File: src/rtl/fetch_buffer_stage.sv
// fetch_buffer_stage: decoupled instruction fetch over a variable-latency imem with stale-response
// discard on redirect, feeding a DEPTH-entry buffer that presents PC and RISC-V field decode.
module fetch_buffer_stage #(
   parameter int ADDR_LEN = 32,
   parameter int INST_LEN = 32,
   parameter int DEPTH = 4,
   parameter int MAX_OUTSTANDING = 4,
   parameter logic [ADDR_LEN-1:0] RESET_PC = '0
) (
   input  logic clk,
   input  logic reset,
   output logic imem_req_valid,
   input  logic imem_req_ready,
   output logic [ADDR_LEN-1:0] imem_req_addr,
   input  logic imem_resp_valid,
   input  logic [INST_LEN-1:0] imem_resp_data,
   input  logic redirect_valid,
   input  logic [ADDR_LEN-1:0] redirect_pc,
   output logic dec_valid,
   input  logic dec_ready,
   output logic [ADDR_LEN-1:0] dec_pc,
   output logic [INST_LEN-1:0] dec_inst,
   output logic [4:0] dec_rs1,
   output logic [4:0] dec_rs2,
   output logic [4:0] dec_rd,
   output logic [11:0] dec_imm_i,
   output logic [19:0] dec_imm_uj,
   output logic [11:0] dec_imm_bs,
   output logic [6:0] dec_opcode,
   output logic [2:0] dec_func,
   output logic dec_add_rshift_type,
   output logic [$clog2(DEPTH):0] buf_count
);
   localparam int PW = $clog2(DEPTH);
   localparam int CW = PW + 1;
   localparam int OW = $clog2(MAX_OUTSTANDING + 1);
   localparam int NW = (CW > OW ? CW : OW) + 1;

   logic [ADDR_LEN-1:0] fetch_pc, resp_pc;
   logic [OW-1:0] outstanding, drop_cnt, live;
   logic [PW-1:0] head, tail;
   logic [CW-1:0] count;
   logic [ADDR_LEN-1:0] fifo_pc [DEPTH];
   logic [INST_LEN-1:0] fifo_inst [DEPTH];
   logic fire, push, pop;

   // only live (non-dropped) requests need a reserved buffer slot
   assign live = outstanding - drop_cnt;
   assign imem_req_valid = !reset && !redirect_valid && (NW'(live) + NW'(count) < NW'(DEPTH))
                           && (outstanding < OW'(MAX_OUTSTANDING));
   assign imem_req_addr = fetch_pc;
   assign fire = imem_req_valid && imem_req_ready;
   assign push = imem_resp_valid && drop_cnt == '0 && !redirect_valid;
   assign dec_valid = !reset && count != '0;
   assign pop = dec_valid && dec_ready && !redirect_valid;
   assign buf_count = count;

   always_ff @(posedge clk) begin
      if (reset) begin
         fetch_pc <= RESET_PC;
         resp_pc <= RESET_PC;
         outstanding <= '0;
         drop_cnt <= '0;
         head <= '0;
         tail <= '0;
         count <= '0;
      end else begin
         outstanding <= outstanding + OW'(fire) - OW'(imem_resp_valid);
         if (redirect_valid) begin
            fetch_pc <= redirect_pc;
            resp_pc <= redirect_pc;
            drop_cnt <= outstanding - OW'(imem_resp_valid);
            head <= '0;
            tail <= '0;
            count <= '0;
         end else begin
            if (fire) fetch_pc <= fetch_pc + ADDR_LEN'(4);
            if (imem_resp_valid && drop_cnt != '0) drop_cnt <= drop_cnt - OW'(1);
            if (push) begin
               tail <= tail + PW'(1);
               resp_pc <= resp_pc + ADDR_LEN'(4);
            end
            if (pop) head <= head + PW'(1);
            count <= count + CW'(push) - CW'(pop);
         end
      end
   end

   always_ff @(posedge clk) begin
      if (push) begin
         fifo_pc[tail] <= resp_pc;
         fifo_inst[tail] <= imem_resp_data;
      end
   end

   assign dec_pc = fifo_pc[head];
   assign dec_inst = fifo_inst[head];
   assign dec_rs1 = dec_inst[19:15];
   assign dec_rs2 = dec_inst[24:20];
   assign dec_rd = dec_inst[11:7];
   assign dec_imm_i = dec_inst[31:20];
   assign dec_imm_uj = dec_inst[31:12];
   assign dec_imm_bs = {dec_inst[31:25], dec_inst[11:7]};
   assign dec_opcode = dec_inst[6:0];
   assign dec_func = dec_inst[14:12];
   assign dec_add_rshift_type = dec_inst[30];

   assert property (@(posedge clk) disable iff (reset) !(push && count == CW'(DEPTH)));
   assert property (@(posedge clk) disable iff (reset) !(imem_resp_valid && outstanding == '0));
   assert property (@(posedge clk) disable iff (reset) drop_cnt <= outstanding);
endmodule

File: config.mk
export PLATFORM = sky130hd
export DESIGN_NAME = fetch_buffer_stage
export DESIGN_NICKNAME = d
export VERILOG_FILES = /design/src/rtl/fetch_buffer_stage.sv
export SDC_FILE = /design/constraint.sdc
export NUM_CORES = 1
export LEC_CHECK = 0
export ABC_AREA = 1
export CAP_MARGIN = 30
export CORE_ASPECT_RATIO = 0.9
export CORE_MARGIN = 3
export CORE_UTILIZATION = 25
export DETAILED_ROUTE_END_ITERATION = 16
export GPL_ROUTABILITY_DRIVEN = 0
export SYNTH_ARGS = -nofsm -noshare
export SYNTH_HDL_FRONTEND = slang
export SYNTH_SLANG_ARGS = --single-unit
File: constraint.sdc
create_clock -name clk -period 5.2 [get_ports clk]
set_input_delay 1.3 -clock clk [delete_from_list [all_inputs] [get_ports clk]]
set_output_delay 1.3 -clock clk [all_outputs]
set_load 0.01 [all_outputs]
==> summary.md, run 1 <==
| Metric | Value |
|---|---|
| Outcome | `completed` |
| Final Hold Viols | `0` |
| Vias/cell | `roughly 4.5` |
| Leak | `roughly 6.6 nW` |
| Antenna violations before repair | `1` |
| Post-route ant nets | `0` |
| Die Wd | `around 270 um` |
| Die area | `63600 um^2` |
| Synth Instances | `~1500` |
| Synth top area cells | `edfxtp_1 51%, dfxtp_1 10%, nand2_1 6.8%` |
| Bufs on Longest Clock Path | `3` |
| CTS Buf Count | `36` |
| Post-Place Worst Slack | `1.00 ns` |
| Flop2flop setup slack | `between 1.5 and 2 ns` |
| Avg WL per Cell | `~17 um` |
| Clock Sinks | `about 340` |
| Row count | `85` |
| DRC violations left | `0` |
| EDFF count, synth | `around 260` |
| Synthesized area | `about 15000 um^2` |
| DP HPWL | `between 20 and 30 mm` |
| Die H | `approximately 240 um` |
| Setup CP Type | `reg2out` |
| Synthesis-to-finish area growth | `26.0%` |
| Vias in the first global route | `between 10000 and 15000` |
| Startpoint types | `flip-flop` |
| Crit path DAT | `a little under 3 ns` |
| GRT Total Usage | `between 10 and 15%` |
| Synth top cells by count | `276 x nand2_1, 260 x nor2_1, 256 x edfxtp_1, 169 x o21ai_0, 79 x dfxtp_1` |
| Largest net degree at the start of global routing | `69` |
| DR vias | `around 11000` |
| Syn Area/Cell | `a little under 10 um^2` |
| Pwr Density | `329 nW/um^2` |
| Max-Cap Viols | `0` |
| Postcts setup bufs | `0` |
| Setup TNS | `0 ns` |
| Primary FF master, synth | `edfxtp_1` |
| H-tree depth | `2` |
| Cell variety after synth | `32` |
| Count leader, synth | `nand2_1` |
| Post-cts sizing count | `0` |
| Final setup fails | `0` |
| Maximum VDD drop | `about 0.19 mV` |
| Mapped Nets | `approximately 1600` |
| Final Util | `between 30% and 40%` |
| # hold bufs at CTS | `0` |
| Layout net count | `about 1800` |
| Fmax achieved | `236 MHz` |
| HP Class | `reg2reg` |
| Clock Skew | `0.0190 ns` |
| Antenna Cells | `0` |
| Clock-pin slew on the worst setup and hold paths | `approximately 0.060 ns` |
| Layout cell share with drive strength beyond 1 | `6.77%` |
| Synthesized flop and latch total | `roughly 340` |
| Crit path capture type | `primary output` |
| Port Buffers | `240` |
| Iter 0 DRT Violations | `approximately 850` |
| First-pass GRT wire length | `between 60 and 70 mm` |
| Skew-Pair Late Insertion Delay | `0.55 ns` |
| Boundary Pins | `around 240` |
| Pre-Repair DR Iteration Count | `5` |
| RSZ-0062 raised after global routing | `false` |
| Post-route insts no fill | `about 2500` |
| Worst Path Max Fanout | `2` |
| Register area share after synthesis | `about three fifths` |
| Async set or reset register ratio after synthesis | `0%` |
| Ys Warns | `0` |
| Core ar. | `59900 um^2` |
| CTS tree | `built` |
| Routed WL | `about 42 mm` |
| Yosys top cell by area | `edfxtp_1` |
| Fin crit share | `between 80% and 90%` |
| Initial Util | `between 20% and 30%` |
| Hold Worst Slack | `between 0.4 and 0.5 ns` |
| Max-slew violations | `0` |
| Worst slew pin tran | `0.762 ns` |
| Slew margin rel. | `just under 50%` |
| Clk root buf | `clkbuf_16` |
| Total gr overflow | `0` |
| Final worst slack | `0.962 ns` |
| Minimum clock period | `between 4 and 5 ns` |
| Post-synth top area share | `a little over 50%` |
| Req. time, crit path | `about 3.9 ns` |
| Placed Cells | `between 2000 and 2500` |
-- report_power, final --
part	internal (mW)	total, mW	leakage, nW	switching, mW
Clock	1.48	2.54	0.567	1.06
Sequential	2.98	3.08	2.99	0.103
Combinational	0.303	0.661	3.01	0.358
-- metal layers --
layer / GRT usage, % / wire (um)
met5: 0 / 0
met4: 3.27 / 685
met3: 2.82 / 3030
met2: 20.8 / 18900
met1: 17.8 / 19500
-- worst max-delay path: stages (launching register included) --
cell and delay [ns]:
dfxtp_1 0.32, inv_1 0.08, ha_1 0.14, inv_1 0.04, fa_1 0.37, xnor2_1 0.17, xor2_1 0.18, ha_1 0.25
nor2_1 0.08, o21ai_1 0.10, nor2_4 0.10, clkdlybuf4s50_1 0.57
-- sequential cells by signal (all words and copies together) (netlist names), named ones only --
register	count
tail	2
imem_req_addr	32
head	2
drop_cnt	3
fifo_inst	128
buf_count	3
resp_pc	32
fifo_pc	128
outstanding	3
-- through the flow --
step           instance area [um^2]  power (mW)
6_report                      19100        6.29
5_1_grt                       19100        6.57
4_1_cts                       19100        6.38
3_5_place_dp                  17900        3.80
3_3_place_gp                  17900        3.79
2_1_floorplan                 15200        3.49
-- worst paths after layout --
check | cells after the start | to | start
min reg2reg | 2 | imem_req_addr[1]$_SDFFE_PP0P_ | imem_req_addr[1]$_SDFFE_PP0P_
min | 2 | imem_req_addr[1]$_SDFFE_PP0P_ | imem_req_addr[1]$_SDFFE_PP0P_
max | 11 | imem_req_valid | outstanding[0]$_SDFF_PP0_
max reg2reg | 19 | outstanding[2]$_SDFF_PP0_ | outstanding[0]$_SDFF_PP0_
-- layout make-up --
class | instances | area [um^2]
Fill cell | 6055 | 40800
Sequential cell | 335 | 9270
Multi-Input combinational cell | 990 | 4790
Timing Repair Buffer | 255 | 2570
Tap cell | 783 | 980
Clock buffer | 42 | 923
Inverter | 85 | 320
Clock inverter | 21 | 238
-- cell families after synthesis --
group	after synthesis	share of synthesized area, %
compound gates	305	10.7
xor+xnor	22	1.27
fa+ha+maj	20	1.80
buf+inv	219	7.45
flops	335	61.1
simple gates	643	17.6
-- layout by cell type, fill, tap and decap left out, types with 11 or more instances in the layout --
cell             instances
a21oi_1                 55
a31oi_1                 13
clkbuf_16               36
clkdlybuf4s50_1        239
dfxtp_1                 77
edfxtp_1               256
ha_1                    17
inv_1                   76
nand2_1                276
nand3_1                 58
nor2_1                 256
nor2_4                  11
o21ai_0                169
o22ai_1                 64
xor2_1                  15
Power figures use the tool's default switching activity.
==> inputs of run 2 (changes only) <==
- clock period: 5.2 -> 3.65 ns (I/O delays scaled with it)
==> run 2 against run 1 <==
  * Sequential cell count did not move
  * Final area rose by 0.72%
  * Setup slack worse by 0.80 ns
==> summary.md, run 2 (synthesized netlist as in run 1, its figures left out) <==
| Metric | Value |
|---|---|
| Die Wd | `266 um` |
| Clock Skew | `between 0.01 and 0.015 ns` |
| Max-slew violations | `0` |
| Die area | `63600 um^2` |
| Post-route insts no fill | `2526` |
| Total gr overflow | `0` |
| CTS tree | `built` |
| First-pass GRT wire length | `between 60 and 70 mm` |
| GRT Total Usage | `roughly 13%` |
| DR vias | `11600` |
| Delay-heaviest family, CP | `adder cells` |
| Clock Sinks | `around 340` |
| Die H | `between 200 and 250 um` |
| Leak | `~6.6 nW` |
| Final Hold Viols | `0` |
| Post-route ant nets | `0` |
| Fin crit share | `a little over nine tenths` |
| Req. time, crit path | `around 2.7 ns` |
| Row count | `between 80 and 90` |
| Layout net count | `around 1800` |
| Slowest-stage cell, CP | `fa_1` |
| Critical Path, Cell by Cell | `inv_1 -> ha_1 -> inv_1 -> fa_1 -> xnor2_2 -> xor2_1 -> ha_1 -> nor2_1 -> o21ai_1 -> nor2_4 -> buf_2` |
| Final setup fails | `0` |
| Boundary Pins | `approximately 240` |
| Logic pwr share | `a little over a tenth` |
| DP HPWL | `roughly 29 mm` |
| Switching part of the total power | `around a quarter` |
| Largest regs | `fifo_inst x128, fifo_pc x128` |
| H-tree depth | `2` |
| Clk root buf | `clkbuf_16` |
| Flop2flop setup slack | `roughly 0.35 ns` |
| Crit path buf inv count | `3` |
| Worst slew pin tran | `between 0.6 and 0.7 ns` |
| Maximum VDD drop | `0.267 mV` |
| Synthesis-to-finish area growth | `26.9%` |
| Initial Util | `between 20% and 30%` |
| Max stage delay on crit path | `0.40 ns` |
| Vias in the first global route | `about 11000` |
| Vias/cell | `between 4 and 5` |
| Port Buffers | `between 200 and 250` |
| Layout cell share with drive strength beyond 1 | `approximately 7.2%` |
| Sequential share of power | `49.1%` |
| Bufs on Longest Clock Path | `3` |
| Placed Cells | `roughly 2500` |
| Core ar. | `59900 um^2` |
| Antenna violations before repair | `0` |
| Iter 0 DRT Violations | `941` |
| Most frequent cells in the layout | `276 x nand2_1, 256 x nor2_1, 256 x edfxtp_1` |
| Critical Path Start | `outstanding[0]$_SDFF_PP0_` |
| Worst Path Max Fanout | `2` |
| Crit path capture type | `primary output` |
| DRC violations left | `0` |
| Outcome | `completed` |
| Minimum clock period | `3.49 ns` |
| Crit path DAT | `2.58 ns` |
| Antenna Cells | `0` |
| Startpoint types | `flip-flop` |
| Avg WL per Cell | `16.9 um` |
| Reg2reg start | `outstanding[0]$_SDFF_PP0_` |
| Clk pwr share | `between 40% and 50%` |
| Setup TNS | `0 ns` |
| Pwr Density | `approximately 460 nW/um^2` |
| CTS Buf Count | `37` |
| Fmax achieved | `286 MHz` |
| Pre-Repair DR Iteration Count | `5` |
| Hold Worst Slack | `0.449 ns` |
| Commonest non-fill, non-tap cell in the layout | `nand2_1` |
| Largest net degree at the start of global routing | `between 70 and 80` |
| Skew-Pair Late Insertion Delay | `0.56 ns` |
| Clock-pin slew on the worst setup and hold paths | `0.06 ns` |
| Switching pwr | `~2.2 mW` |
| Max-Cap Viols | `0` |
| Slew margin rel. | `roughly three fifths` |
| Critical hold path startpoint | `imem_req_addr[1]$_SDFFE_PP0P_` |
| Setup CP Type | `reg2out` |
| HP Class | `reg2reg` |
| Routed WL | `42.7 mm` |
| Cell Int Power | `~6.7 mW` |
run 2: changes by cell type in the layout (fill, tap and decap cells not counted), moves of 2 or more:
cell | previous run | this run
inv_6 | 3 | 1
o22ai_1 | 64 | 62
buf_4 | 10 | 16
buf_12 | 5 | 8
bufinv_16 | 4 | 2
clkinv_1 | 2 | 13
clkinv_4 | 2 | 0
o22ai_2 | 0 | 2
run 2: power groups by stage:
stage	Combinational, mW	Clock (mW)	Sequential (mW)
floorplan	0.533	0	4.43
global placement	0.948	0	4.46
detailed placement	0.962	0	4.47
CTS	0.965	3.70	4.39
global route	1.06	3.85	4.41
finish	0.960	3.59	4.39
run 2: tightest hold or removal path, stage by stage, from the launching register on:
cell and delay [ns]:
dfxtp_1 0.31, nand2_1 0.06, nand2_1 0.04
run 2: area by class of cell:
cell class	count	area, um^2
clock buffers	42	945
clock inverters	26	221
fillers	6031	40600
inverters	85	322
multi-input cells	990	4810
flip-flops and latches	335	9270
well taps	783	980
repair buffers	265	2680
run 2: final timing paths:
check,endpoint,depth (start not counted)
worst min-delay path,imem_req_addr[1]$_SDFFE_PP0P_,2
worst min register to register,imem_req_addr[1]$_SDFFE_PP0P_,2
worst max-delay path,imem_req_valid,11
worst max register to register,outstanding[2]$_SDFF_PP0_,19
run 2: what timing repair did:
action / in CTS / in global routing
gates resized for setup: 3 / 6
setup buffers: 0 / 0
setup endpoints to repair: 1 / 18
hold buffers: 0 / 0
run 2: metrics by stage:
| stage | cell area [um^2] | worst slack, ns | total power [mW] | utilization (%) |
|---|---|---|---|---|
| after floorplan | 15200 | -0.842 | 4.97 | - |
| after CTS | 19200 | 0.0188 | 9.05 | 32.1 |
| after global placement | 18100 | 0.297 | 5.41 | 30.2 |
| after global routing | 19200 | -0.00325 | 9.31 | 32.1 |
| final | 19200 | 0.158 | 8.94 | 32.1 |
| after detailed placement | 18100 | 0.281 | 5.43 | 30.2 |
run 2: per-layer routing:
| layer | wire, um | track usage [%] | part of all wire [%] |
|---|---|---|---|
| met5 | 0 | 0 | 0 |
| met2 | 19000 | 20.4 | 45 |
| met1 | 19400 | 18.0 | 45 |
| met4 | 868 | 3.36 | 2.0 |
| met3 | 3420 | 2.85 | 8.0 |
